<file path="src/rtl/stopwatch_pkg.sv">
// Shared definitions for the stopwatch input-conditioning slice.
//
// Contents:
//   CLK_HZ_DEF    default board clock frequency (Hz)
//   CNT_HZ_DEF    default count-tick rate (Hz), 0.01 s resolution
//   SCAN_HZ_DEF   default display-scan tick rate (Hz), one digit per tick
//   DB_CYCLES_DEF default number of consecutive stable cycles to accept a button change
//   div_w(n)      bit width needed for a counter whose terminal value is n

package stopwatch_pkg;

    localparam int unsigned CLK_HZ_DEF    = 100_000_000;
    localparam int unsigned CNT_HZ_DEF    = 100;
    localparam int unsigned SCAN_HZ_DEF   = 400;
    localparam int unsigned DB_CYCLES_DEF = 1_000_000;

    // Bits needed to hold every value 0..n; never less than one bit.
    function automatic int unsigned div_w(input int unsigned n);
        if (n < 2) begin
            return 1;
        end
        return $clog2(n + 1);
    endfunction

endpackage

</file>
<file path="src/rtl/btn_debounce.sv">
// Push-button conditioner: 2-flop synchronizer, debounce counter, stable state
// and a registered one-cycle pulse on every accepted press (stable 0 -> 1).
//
// Ports:
//   clk     board clock
//   rst_n   asynchronous active-low reset; clears all state
//   btn     raw asynchronous button, active-high
//   rise_d  next-state of pulse: high in the cycle before pulse asserts
//   pulse   one-cycle registered press pulse

module btn_debounce
    import stopwatch_pkg::*;
#(
    parameter int unsigned DB_CYCLES = DB_CYCLES_DEF
) (
    input  logic clk,
    input  logic rst_n,
    input  logic btn,
    output logic rise_d,
    output logic pulse
);

    localparam int unsigned   DW       = div_w(DB_CYCLES - 1);
    localparam logic [DW-1:0] DCNT_MAX = DW'(DB_CYCLES - 1);

    logic [1:0]    sync_q;
    logic          stable_q;
    logic          stable_d;
    logic          stable_prev_q;
    logic          pulse_q;
    logic [DW-1:0] dcnt_q;
    logic [DW-1:0] dcnt_d;

    // A change is accepted only after DB_CYCLES consecutive samples that
    // disagree with the current stable state; any agreeing sample restarts it.
    always_comb begin
        stable_d = stable_q;
        dcnt_d   = dcnt_q;
        if (sync_q[1] == stable_q) begin
            dcnt_d = '0;
        end else if (dcnt_q == DCNT_MAX) begin
            stable_d = ~stable_q;
            dcnt_d   = '0;
        end else begin
            dcnt_d = dcnt_q + DW'(1);
        end
    end

    // Rising edge of the stable state; release produces nothing.
    assign rise_d = stable_q & ~stable_prev_q;

    always_ff @(posedge clk or negedge rst_n) begin
        if (!rst_n) begin
            sync_q        <= '0;
            stable_q      <= 1'b0;
            stable_prev_q <= 1'b0;
            dcnt_q        <= '0;
            pulse_q       <= 1'b0;
        end else begin
            sync_q        <= {sync_q[0], btn};
            stable_q      <= stable_d;
            stable_prev_q <= stable_q;
            dcnt_q        <= dcnt_d;
            pulse_q       <= rise_d;
        end
    end

    assign pulse = pulse_q;

endmodule

</file>
<file path="src/rtl/stopwatch_input_cond.sv">
// Input-conditioning stage in front of the stopwatch controller/display.
// Turns raw board inputs into clean single-clock-domain controls:
// debounced press pulses, synchronized switches, and clock-enable ticks.
//
// Ports:
//   clk        board clock; the only clock
//   rst_n      asynchronous active-low reset
//   btn_r      raw reset button (active-high, asynchronous)
//   btn_p      raw pause/start button (active-high, asynchronous)
//   sw_sel     raw mode switches
//   sw_load    raw preload switches (two BCD digits)
//   r_pulse    one-cycle pulse per debounced R press
//   p_pulse    one-cycle pulse per debounced P press (suppressed when R pulses too)
//   sel        synchronized mode
//   load       synchronized preload
//   sel_chg    one-cycle pulse when sel changes value
//   cnt_tick   one-cycle enable at CNT_HZ, restarted by r_pulse/p_pulse/sel_chg
//   scan_tick  one-cycle enable at SCAN_HZ, free-running

module stopwatch_input_cond
    import stopwatch_pkg::*;
#(
    parameter int unsigned CLK_HZ    = CLK_HZ_DEF,
    parameter int unsigned CNT_HZ    = CNT_HZ_DEF,
    parameter int unsigned SCAN_HZ   = SCAN_HZ_DEF,
    parameter int unsigned DB_CYCLES = DB_CYCLES_DEF
) (
    input  logic       clk,
    input  logic       rst_n,
    input  logic       btn_r,
    input  logic       btn_p,
    input  logic [1:0] sw_sel,
    input  logic [7:0] sw_load,
    output logic       r_pulse,
    output logic       p_pulse,
    output logic [1:0] sel,
    output logic [7:0] load,
    output logic       sel_chg,
    output logic       cnt_tick,
    output logic       scan_tick
);

    localparam int unsigned CNT_DIV  = CLK_HZ / CNT_HZ;
    localparam int unsigned SCAN_DIV = CLK_HZ / SCAN_HZ;
    localparam int unsigned CNT_W    = div_w(CNT_DIV - 1);
    localparam int unsigned SCAN_W   = div_w(SCAN_DIV - 1);

    localparam logic [CNT_W-1:0]  CNT_MAX  = CNT_W'(CNT_DIV - 1);
    localparam logic [SCAN_W-1:0] SCAN_MAX = SCAN_W'(SCAN_DIV - 1);

    if ((CLK_HZ % CNT_HZ) != 0 || CNT_DIV < 2) begin : g_bad_cnt_div
        $error("CLK_HZ/CNT_HZ must be an integer >= 2");
    end
    if ((CLK_HZ % SCAN_HZ) != 0 || SCAN_DIV < 2) begin : g_bad_scan_div
        $error("CLK_HZ/SCAN_HZ must be an integer >= 2");
    end
    if (DB_CYCLES < 1) begin : g_bad_db
        $error("DB_CYCLES must be at least 1");
    end

    // ------------------------------------------------------------------
    // Buttons
    // ------------------------------------------------------------------
    logic r_rise_d;
    logic p_rise_d;
    logic r_pls;
    logic p_pls;

    btn_debounce #(
        .DB_CYCLES (DB_CYCLES)
    ) u_db_r (
        .clk    (clk),
        .rst_n  (rst_n),
        .btn    (btn_r),
        .rise_d (r_rise_d),
        .pulse  (r_pls)
    );

    btn_debounce #(
        .DB_CYCLES (DB_CYCLES)
    ) u_db_p (
        .clk    (clk),
        .rst_n  (rst_n),
        .btn    (btn_p),
        .rise_d (p_rise_d),
        .pulse  (p_pls)
    );

    // R wins a same-cycle collision so a reset is never mistaken for a start.
    assign r_pulse = r_pls;
    assign p_pulse = p_pls & ~r_pls;

    // ------------------------------------------------------------------
    // Switches: synchronized only, no debounce
    // ------------------------------------------------------------------
    logic [1:0] sel_s1_q;
    logic [1:0] sel_q;
    logic [1:0] sel_prev_q;
    logic [7:0] load_s1_q;
    logic [7:0] load_q;
    logic       sel_chg_q;
    logic       sel_chg_d;

    assign sel_chg_d = (sel_q != sel_prev_q);

    always_ff @(posedge clk or negedge rst_n) begin
        if (!rst_n) begin
            sel_s1_q   <= '0;
            sel_q      <= '0;
            sel_prev_q <= '0;
            load_s1_q  <= '0;
            load_q     <= '0;
            sel_chg_q  <= 1'b0;
        end else begin
            sel_s1_q   <= sw_sel;
            sel_q      <= sel_s1_q;
            sel_prev_q <= sel_q;
            load_s1_q  <= sw_load;
            load_q     <= load_s1_q;
            sel_chg_q  <= sel_chg_d;
        end
    end

    assign sel     = sel_q;
    assign load    = load_q;
    assign sel_chg = sel_chg_q;

    // ------------------------------------------------------------------
    // Prescalers
    // ------------------------------------------------------------------
    // Restart is taken from the pulses' next-state so the counter clears on
    // the same edge the pulse appears; the next tick is then one full period
    // after the pulse cycle. Restart beats wrap.
    logic              restart;
    logic [CNT_W-1:0]  pcnt_q;
    logic [CNT_W-1:0]  pcnt_d;
    logic              cnt_tick_q;
    logic [SCAN_W-1:0] scnt_q;
    logic [SCAN_W-1:0] scnt_d;
    logic              scan_tick_q;

    assign restart = r_rise_d | p_rise_d | sel_chg_d;

    always_comb begin
        pcnt_d = pcnt_q + CNT_W'(1);
        if (restart || pcnt_q == CNT_MAX) begin
            pcnt_d = '0;
        end
        scnt_d = scnt_q + SCAN_W'(1);
        if (scnt_q == SCAN_MAX) begin
            scnt_d = '0;
        end
    end

    // Ticks are registered off the terminal count, so the first tick after
    // reset lands exactly one divisor period after release.
    always_ff @(posedge clk or negedge rst_n) begin
        if (!rst_n) begin
            pcnt_q      <= '0;
            cnt_tick_q  <= 1'b0;
            scnt_q      <= '0;
            scan_tick_q <= 1'b0;
        end else begin
            pcnt_q      <= pcnt_d;
            cnt_tick_q  <= (pcnt_q == CNT_MAX);
            scnt_q      <= scnt_d;
            scan_tick_q <= (scnt_q == SCAN_MAX);
        end
    end

    assign cnt_tick  = cnt_tick_q;
    assign scan_tick = scan_tick_q;

endmodule

</file>
<file path="config.mk">
export PLATFORM = sky130hd
export DESIGN_NAME = stopwatch_input_cond
export DESIGN_NICKNAME = d
export VERILOG_FILES = /design/src/rtl/stopwatch_pkg.sv /design/src/rtl/btn_debounce.sv /design/src/rtl/stopwatch_input_cond.sv
export SDC_FILE = /design/constraint.sdc
export NUM_CORES = 1
export LEC_CHECK = 0
export ABC_AREA = 1
export CORE_UTILIZATION = 50
export CTS_CLUSTER_DIAMETER = 100
export DETAILED_ROUTE_END_ITERATION = 12
export MAX_ROUTING_LAYER = met4
export PLACE_DENSITY_LB_ADDON = 0.25
export SYNTH_ARGS = -nofsm -noshare
export SYNTH_HDL_FRONTEND = slang
export SYNTH_HIERARCHICAL = 1
export SYNTH_SLANG_ARGS = --single-unit
</file>
<file path="constraint.sdc">
create_clock -name clk -period 1.9 [get_ports clk]
set_input_delay 0.285 -clock clk [delete_from_list [all_inputs] [get_ports clk]]
set_output_delay 0.285 -clock clk [all_outputs]
set_load 0.02 [all_outputs]
</file>
==> impl_metrics.py, run 1 <==
metrics = {
    "sta": {
        "setup_violations": 0,
        "drv_slew": 0,
        "post-route-min-period_ps": 1790,
        "max_freq_mhz": 558,
        "fin_crit_sh": 0.943,
        "hold_violations": 0,
        "finalSetupTns_ps": 0,
        "rsz0062_at_grt": "no",
        "postLayoutSetupSlackWorst_ps": 108,
        "skew_ps": 6.98,
        "tightest_slew_ps": 458,
        "relSlewSlack": 0.694,
    },
    "finish": {
        "nFillCells": 876,
        "layout_commonest_cell": "nor2_1",
        "seqCellArea_mm2": 0.00283,
        "multi_input_area_mm2": 0.00229,
        "final_cell_mix": "nor2_1, nand2_1, dfrtp_1",
        "nets": 709,
        "final_core_util": 0.619,
        "n_antenna_cell": 0,
        "syn_to_final_growth_pct": 19.1,
        "layout-drive-gt1-share": 0.114,
    },
    "clock_network": {
        "path_clk_slew_ps": 50,
        "clock-sinks": 113,
        "insertion_delay_ps": 510,
        "cts_buffer_depth": 2,
        "cts_inserted_buffers": 17,
        "htreeDepth": 4,
        "post-cts-setup-buffers": 0,
        "cts_tree": "done",
        "cts-root-buf": "clkbuf_8",
    },
    "critical_path": {
        "slowest_stage": "clkdlybuf4s50_1",
        "critPathTopFamily": "buffers and inverters",
        "cp_slowest_stage_delay_ps": 620,
        "cp.required_ps": 1620,
        "arrival_ps": 1510,
        "start_kind": "flop",
        "critical_path.cell_chain": "clkdlybuf4s50_1",
        "r2r_end": "pcnt_q[10]",
        "r2r_cells": 8,
        "crit_type": "reg -> out",
        "r2r_start": "pcnt_q[0]",
        "cp-end-kind": "primary output",
        "cp.buffers_inverters": 1,
        "worstPathMaxFanout": 3,
        "r2r_setup_slack_ps": 380,
    },
    "die": {
        "core_mm2": 0.0104,
        "dieHeight_um": 106,
        "die_area_mm2": 0.0112,
        "num_rows": 37,
        "die_x_um": 106,
        "start_util": 0.520,
        "io_pins": 29,
    },
    "place": {
        "detailed_place_hpwl_mm": 7.55,
        "routabilityCongestion": 0.927,
        "io_buffers": 28,
        "dp_slack_ps": 382,
    },
    "yosys": {
        "synth_compound_area_frac": 0.0231,
        "yosys.area_share.simple": 0.323,
        "synth_top_family_by_area": "simple AND/OR/NAND/NOR gates",
        "synth_area_mm2": 0.00541,
        "ys_seq_area_frac": 0.522,
        "synthAdderAreaFrac": 0.00924,
        "synth_fp_nets": 660,
        "synth-edff-count": 0,
        "synthMuxAreaShare": 0,
        "ys.flop_type": "dfrtp_1",
        "avgSynthCellArea_um2": 8.43,
        "ys_ff_latch": 113,
        "synthArstFlopShare": 1.00,
        "syn_inst": 642,
        "synth_xor_area_frac": 0.0675,
        "yosys_warnings": 6,
        "ys_types": 27,
    },
    "global_route": {
        "grt_use_total": 0.211,
        "grt_pass1_wl_mm": 17.9,
        "grt_max_degree": 47,
        "grt-ovfl-total": 0,
        "antenna_found_initial": 0,
        "grt_pass1_vias": 4142,
    },
    "route": {
        "wl_per_cell_um": 12.2,
        "firstDrtPassIters": 4,
        "viasPerCell": 4.89,
        "wirelength_mm": 10.2,
        "drt_iter0_drc": 204,
        "vias": 4101,
        "antenna_left": 0,
        "route.detailed.drc": 0,
    },
    "power": {
        "p_leak_nw": 2.90,
        "ir_worst_vdd_mv": 0.769,
        "power.total_mw": 5.55,
        "pwr_density_cell_mw_per_mm2": 861,
    },
    "worst_hold_path": {
        "hp-class": "in -> reg",
        "whs_endpoint": "load_s1_q[5]",
        "min-delay-start": "sw_load[5]",
        "whs_path_depth": 1,
    },
    "job": {
        "drv_cap": 0,
    },
    "outcome": {
        "status": "completed",
    },
}
==> Yosys cell counts, types with 4 or more instances <==
master	instances	share of area
nand2_1	118	0.082
o21ai_1	4	0.0037
ha_1	4	0.0092
nor2_1	146	0.10
nand4_1	15	0.017
nand3b_1	4	0.0055
a21oi_1	9	0.0083
nand2_2	12	0.014
inv_1	74	0.051
nand3_2	5	0.0092
nor3_1	7	0.0065
nor2_2	22	0.025
xnor2_1	10	0.016
nand3_1	42	0.039
xor2_1	28	0.045
dfrtp_1	113	0.52
o21ai_0	9	0.0083
nor2_4	5	0.010
==> worst register-to-register path, cell delays in order (launching register included) <==
cell	delay, ps
dfrtp_1	420
ha_1	250
nand2_1	70
nor2_1	90
nand2_1	170
inv_1	130
nand2_1	80
o21ai_0	150
nor2_1	50
==> stage by stage <==
stage	hold WS, ps	cell area (um^2)	std cells
2_1_floorplan	-10.6	5410	642
3_3_place_gp	261	5890	807
3_5_place_dp	271	5890	807
4_1_cts	188	6440	838
5_1_grt	185	6450	838
6_report	205	6450	838
==> logic make-up after synthesis <==
kind of cell    after synthesis
compound gates               24
buf+inv                      77
fa+ha+maj                     4
xor+xnor                     40
flops                       113
simple gates                384
==> report_power, final <==
group | total, mW | switching [mW] | internal [mW]
sequential | 2.48 | 0.0233 | 2.46
clock | 2.87 | 0.967 | 1.91
combinational | 0.197 | 0.121 | 0.0761
total | 5.55 | 1.11 | 4.44
==> per-layer routing <==
metal	vias to the layer above	global-route usage	routed length (um)
li1	2098	-	-
met1	1927	0.255	4750
met2	60	0.332	4960
met3	16	0.0619	344
met4	0	0.0853	131
met5	-	-	0
==> worst max-delay path by stage <==
stage	startpoint	cells after the start	endpoint
2_1_floorplan	u_db_p/stable_q	7	pcnt_q[17]
3_3_place_gp	pcnt_q[0]	6	pcnt_q[12]
3_5_place_dp	pcnt_q[0]	8	pcnt_q[10]
4_1_cts	u_db_r/pulse	2	p_pulse
5_1_grt	sel[0]	1	sel[0]
6_report	sel[0]	1	sel[0]
==> area by class of cell <==
| type | instances | area share |
|---|---|---|
| timing repair buffer | 31 | 0.0512 |
| clock buffer | 24 | 0.0714 |
| clock inverter | 6 | 0.0128 |
| sequential | 113 | 0.439 |
| inverter | 76 | 0.0443 |
| tap | 136 | 0.0264 |
| multi-input combinational | 452 | 0.355 |
==> registers in the layout (all words and copies together) (netlist names) <==
register and cells:
cnt_tick 1, load 8, load_s1_q 8, pcnt_q 20
scan_tick 1, scnt_q 18, sel 2, sel_chg 1
sel_prev_q 2, sel_s1_q 2, u_db_p/dcnt_q 20, u_db_p/pulse 1
u_db_p/stable_prev_q 1, u_db_p/stable_q 1, u_db_p/sync_q 2, u_db_r/dcnt_q 20
u_db_r/pulse 1, u_db_r/stable_prev_q 1, u_db_r/stable_q 1, u_db_r/sync_q 2
==> timing repair <==
item / CTS / global route
resized for setup: 0 / 1
hold buffers: 1 / 0
hold endpoints to repair: 32 / 0
setup endpoints to repair: 0 / 1
Power figures use the tool's default switching activity.
==> run 2: changes to the inputs <==
--- a/config.mk
+++ b/config.mk
@@ -11,6 +11,7 @@
 export DETAILED_ROUTE_END_ITERATION = 12
 export MAX_ROUTING_LAYER = met4
 export PLACE_DENSITY_LB_ADDON = 0.25
+export REMOVE_ABC_BUFFERS = 1
 export SYNTH_ARGS = -nofsm -noshare
 export SYNTH_HDL_FRONTEND = slang
 export SYNTH_HIERARCHICAL = 1
==> constraint.sdc (replaced) <==
create_clock -name clk -period 2.2 [get_ports clk]
set_input_delay 0.33 -clock clk [delete_from_list [all_inputs] [get_ports clk]]
set_output_delay 0.33 -clock clk [all_outputs]
set_load 0.02 [all_outputs]
==> run 2 against run 1 <==
  * Critical path depth is 1 higher
  * Count of clock-buffer cells in the layout is 3 lower
  * Flip-flop and latch count stayed put
  * Wire length rose by 4.9%
  * First-iteration DRC count up 5.9%
  * Clock skew hardly changed
  * Highest routed layer unchanged
==> impl_metrics.py, run 2 (synthesis results as in run 1) <==
metrics = {
    "outcome": {
        "status": "completed",
    },
    "finish": {
        "top_regs": "pcnt_q (20), u_db_p/dcnt_q (20), u_db_r/dcnt_q (20)",
        "layout-drive-gt1-share": 0.119,
        "multi_input_area_mm2": 0.00229,
        "seqCellArea_mm2": 0.00283,
        "final_core_util": 0.626,
        "fin_area_mm2": 0.00652,
        "nets": 709,
        "nFillCells": 869,
        "syn_to_final_growth_pct": 20.4,
        "layout_commonest_cell": "nor2_1",
        "final_cell_mix": "nor2_1, nand2_1, dfrtp_1",
        "stdcell_count": 839,
        "n_antenna_cell": 0,
    },
    "global_route": {
        "grt_max_degree": 67,
        "grt_pass1_wl_mm": 18.4,
        "grt_use_total": 0.217,
        "grt_pass1_vias": 4144,
        "grt-ovfl-total": 0,
        "antenna_found_initial": 0,
    },
    "critical_path": {
        "slowest_stage": "clkdlybuf4s50_1",
        "cp.required_ps": 1870,
        "cp_slowest_stage_delay_ps": 600,
        "arrival_ps": 1570,
        "worstPathMaxFanout": 2,
        "critical_path.cell_chain": "nor2_1 > clkdlybuf4s50_1",
        "cp.buffers_inverters": 1,
        "start_kind": "flop",
        "crit_type": "reg -> out",
        "critPathTopFamily": "buffers and inverters",
        "cp-end-kind": "primary output",
    },
    "sta": {
        "hold_violations": 0,
        "tightest_slew_ps": 393,
        "max_freq_mhz": 525,
        "worst_hold_slack_ps": 246,
        "fin_crit_sh": 0.865,
        "drv_slew": 0,
        "post-route-min-period_ps": 1900,
        "relSlewSlack": 0.736,
        "finalSetupTns_ps": 0,
        "rsz0062_at_grt": "no",
        "postLayoutSetupSlackWorst_ps": 297,
        "setup_violations": 0,
        "skew_ps": 6.81,
    },
    "die": {
        "io_pins": 29,
        "num_rows": 37,
        "die_area_mm2": 0.0112,
        "dieHeight_um": 106,
        "die_x_um": 106,
        "core_mm2": 0.0104,
        "start_util": 0.520,
    },
    "route": {
        "vias": 4237,
        "antenna_left": 0,
        "wl_per_cell_um": 12.7,
        "viasPerCell": 5.05,
        "wirelength_mm": 10.7,
        "route.detailed.drc": 0,
        "firstDrtPassIters": 5,
        "drt_iter0_drc": 216,
    },
    "clock_network": {
        "cts-root-buf": "clkbuf_8",
        "hold_buffers": 1,
        "ctsResizeCount": 0,
        "post-cts-setup-buffers": 0,
        "path_clk_slew_ps": 60,
        "insertion_delay_ps": 520,
        "cts_tree": "done",
        "clock-sinks": 113,
        "cts_buffer_depth": 2,
        "htreeDepth": 4,
        "cts_inserted_buffers": 17,
    },
    "place": {
        "routabilityCongestion": 0.898,
        "place_area_mm2": 0.00588,
        "detailed_place_hpwl_mm": 7.40,
        "dp_slack_ps": 733,
        "dp.cells": 807,
        "io_buffers": 28,
    },
    "job": {
        "drv_cap": 0,
    },
    "power": {
        "ir_worst_vdd_mv": 0.696,
        "power_frac_comb": 0.032,
        "clockPowerShare": 0.559,
        "p_int_mw": 4.18,
        "sw_frac_of_total": 0.200,
        "power_frac_seq": 0.409,
        "p_leak_nw": 2.91,
        "power.total_mw": 5.23,
        "power_switching_mw": 1.05,
        "pwr_density_cell_mw_per_mm2": 802,
    },
    "worst_hold_path": {
        "hp-class": "in -> reg",
    },
}
-- run 2: cell types whose count changed in the layout (fill, tap and decap cells not counted) --
cell	before	now
clkdlybuf4s50_1	26	27
clkinvlp_4	1	3
buf_4	1	2
dlymetal6s2s_1	1	0
bufinv_16	2	5
clkinv_2	3	2
buf_12	2	1
clkbuf_1	5	2
-- run 2: layout make-up --
class / instances / share of cell area
inverter: 76 / 0.0438
multi-input combinational: 452 / 0.351
timing repair buffer: 31 / 0.0484
tap: 136 / 0.0261
clock inverter: 10 / 0.0280
clock buffer: 21 / 0.0689
sequential: 113 / 0.434
-- run 2: per-layer routing --
metal | global-route usage | share of wire | vias up
met5 | - | 0 | -
met4 | 0.0962 | 0.015 | 0
met3 | 0.0564 | 0.041 | 18
met2 | 0.338 | 0.49 | 93
met1 | 0.267 | 0.46 | 2021
li1 | - | - | 2105
-- run 2: final timing paths --
path	from	to	slack (ps)	cells after the start
setup reg to reg	pcnt_q[0]	pcnt_q[16]	690	6
hold / removal	sw_load[3]	load_s1_q[3]	250	1
hold reg to reg	load_s1_q[6]	load[6]	350	0
setup / recovery	u_db_r/pulse	p_pulse	300	2
min in group asynchronous	rst_n	sel_chg	260	2
max in group asynchronous	rst_n	u_db_r/dcnt_q[6]	1310	3
-- run 2: power groups by stage --
stage	Combinational (mW)	Sequential, mW	Clock, mW
after floorplan	0.0490	2.19	0
after CTS	0.173	2.14	2.97
final	0.168	2.14	2.92
after detailed placement	0.171	2.18	0
after global routing	0.189	2.14	3.08
after global placement	0.169	2.17	0
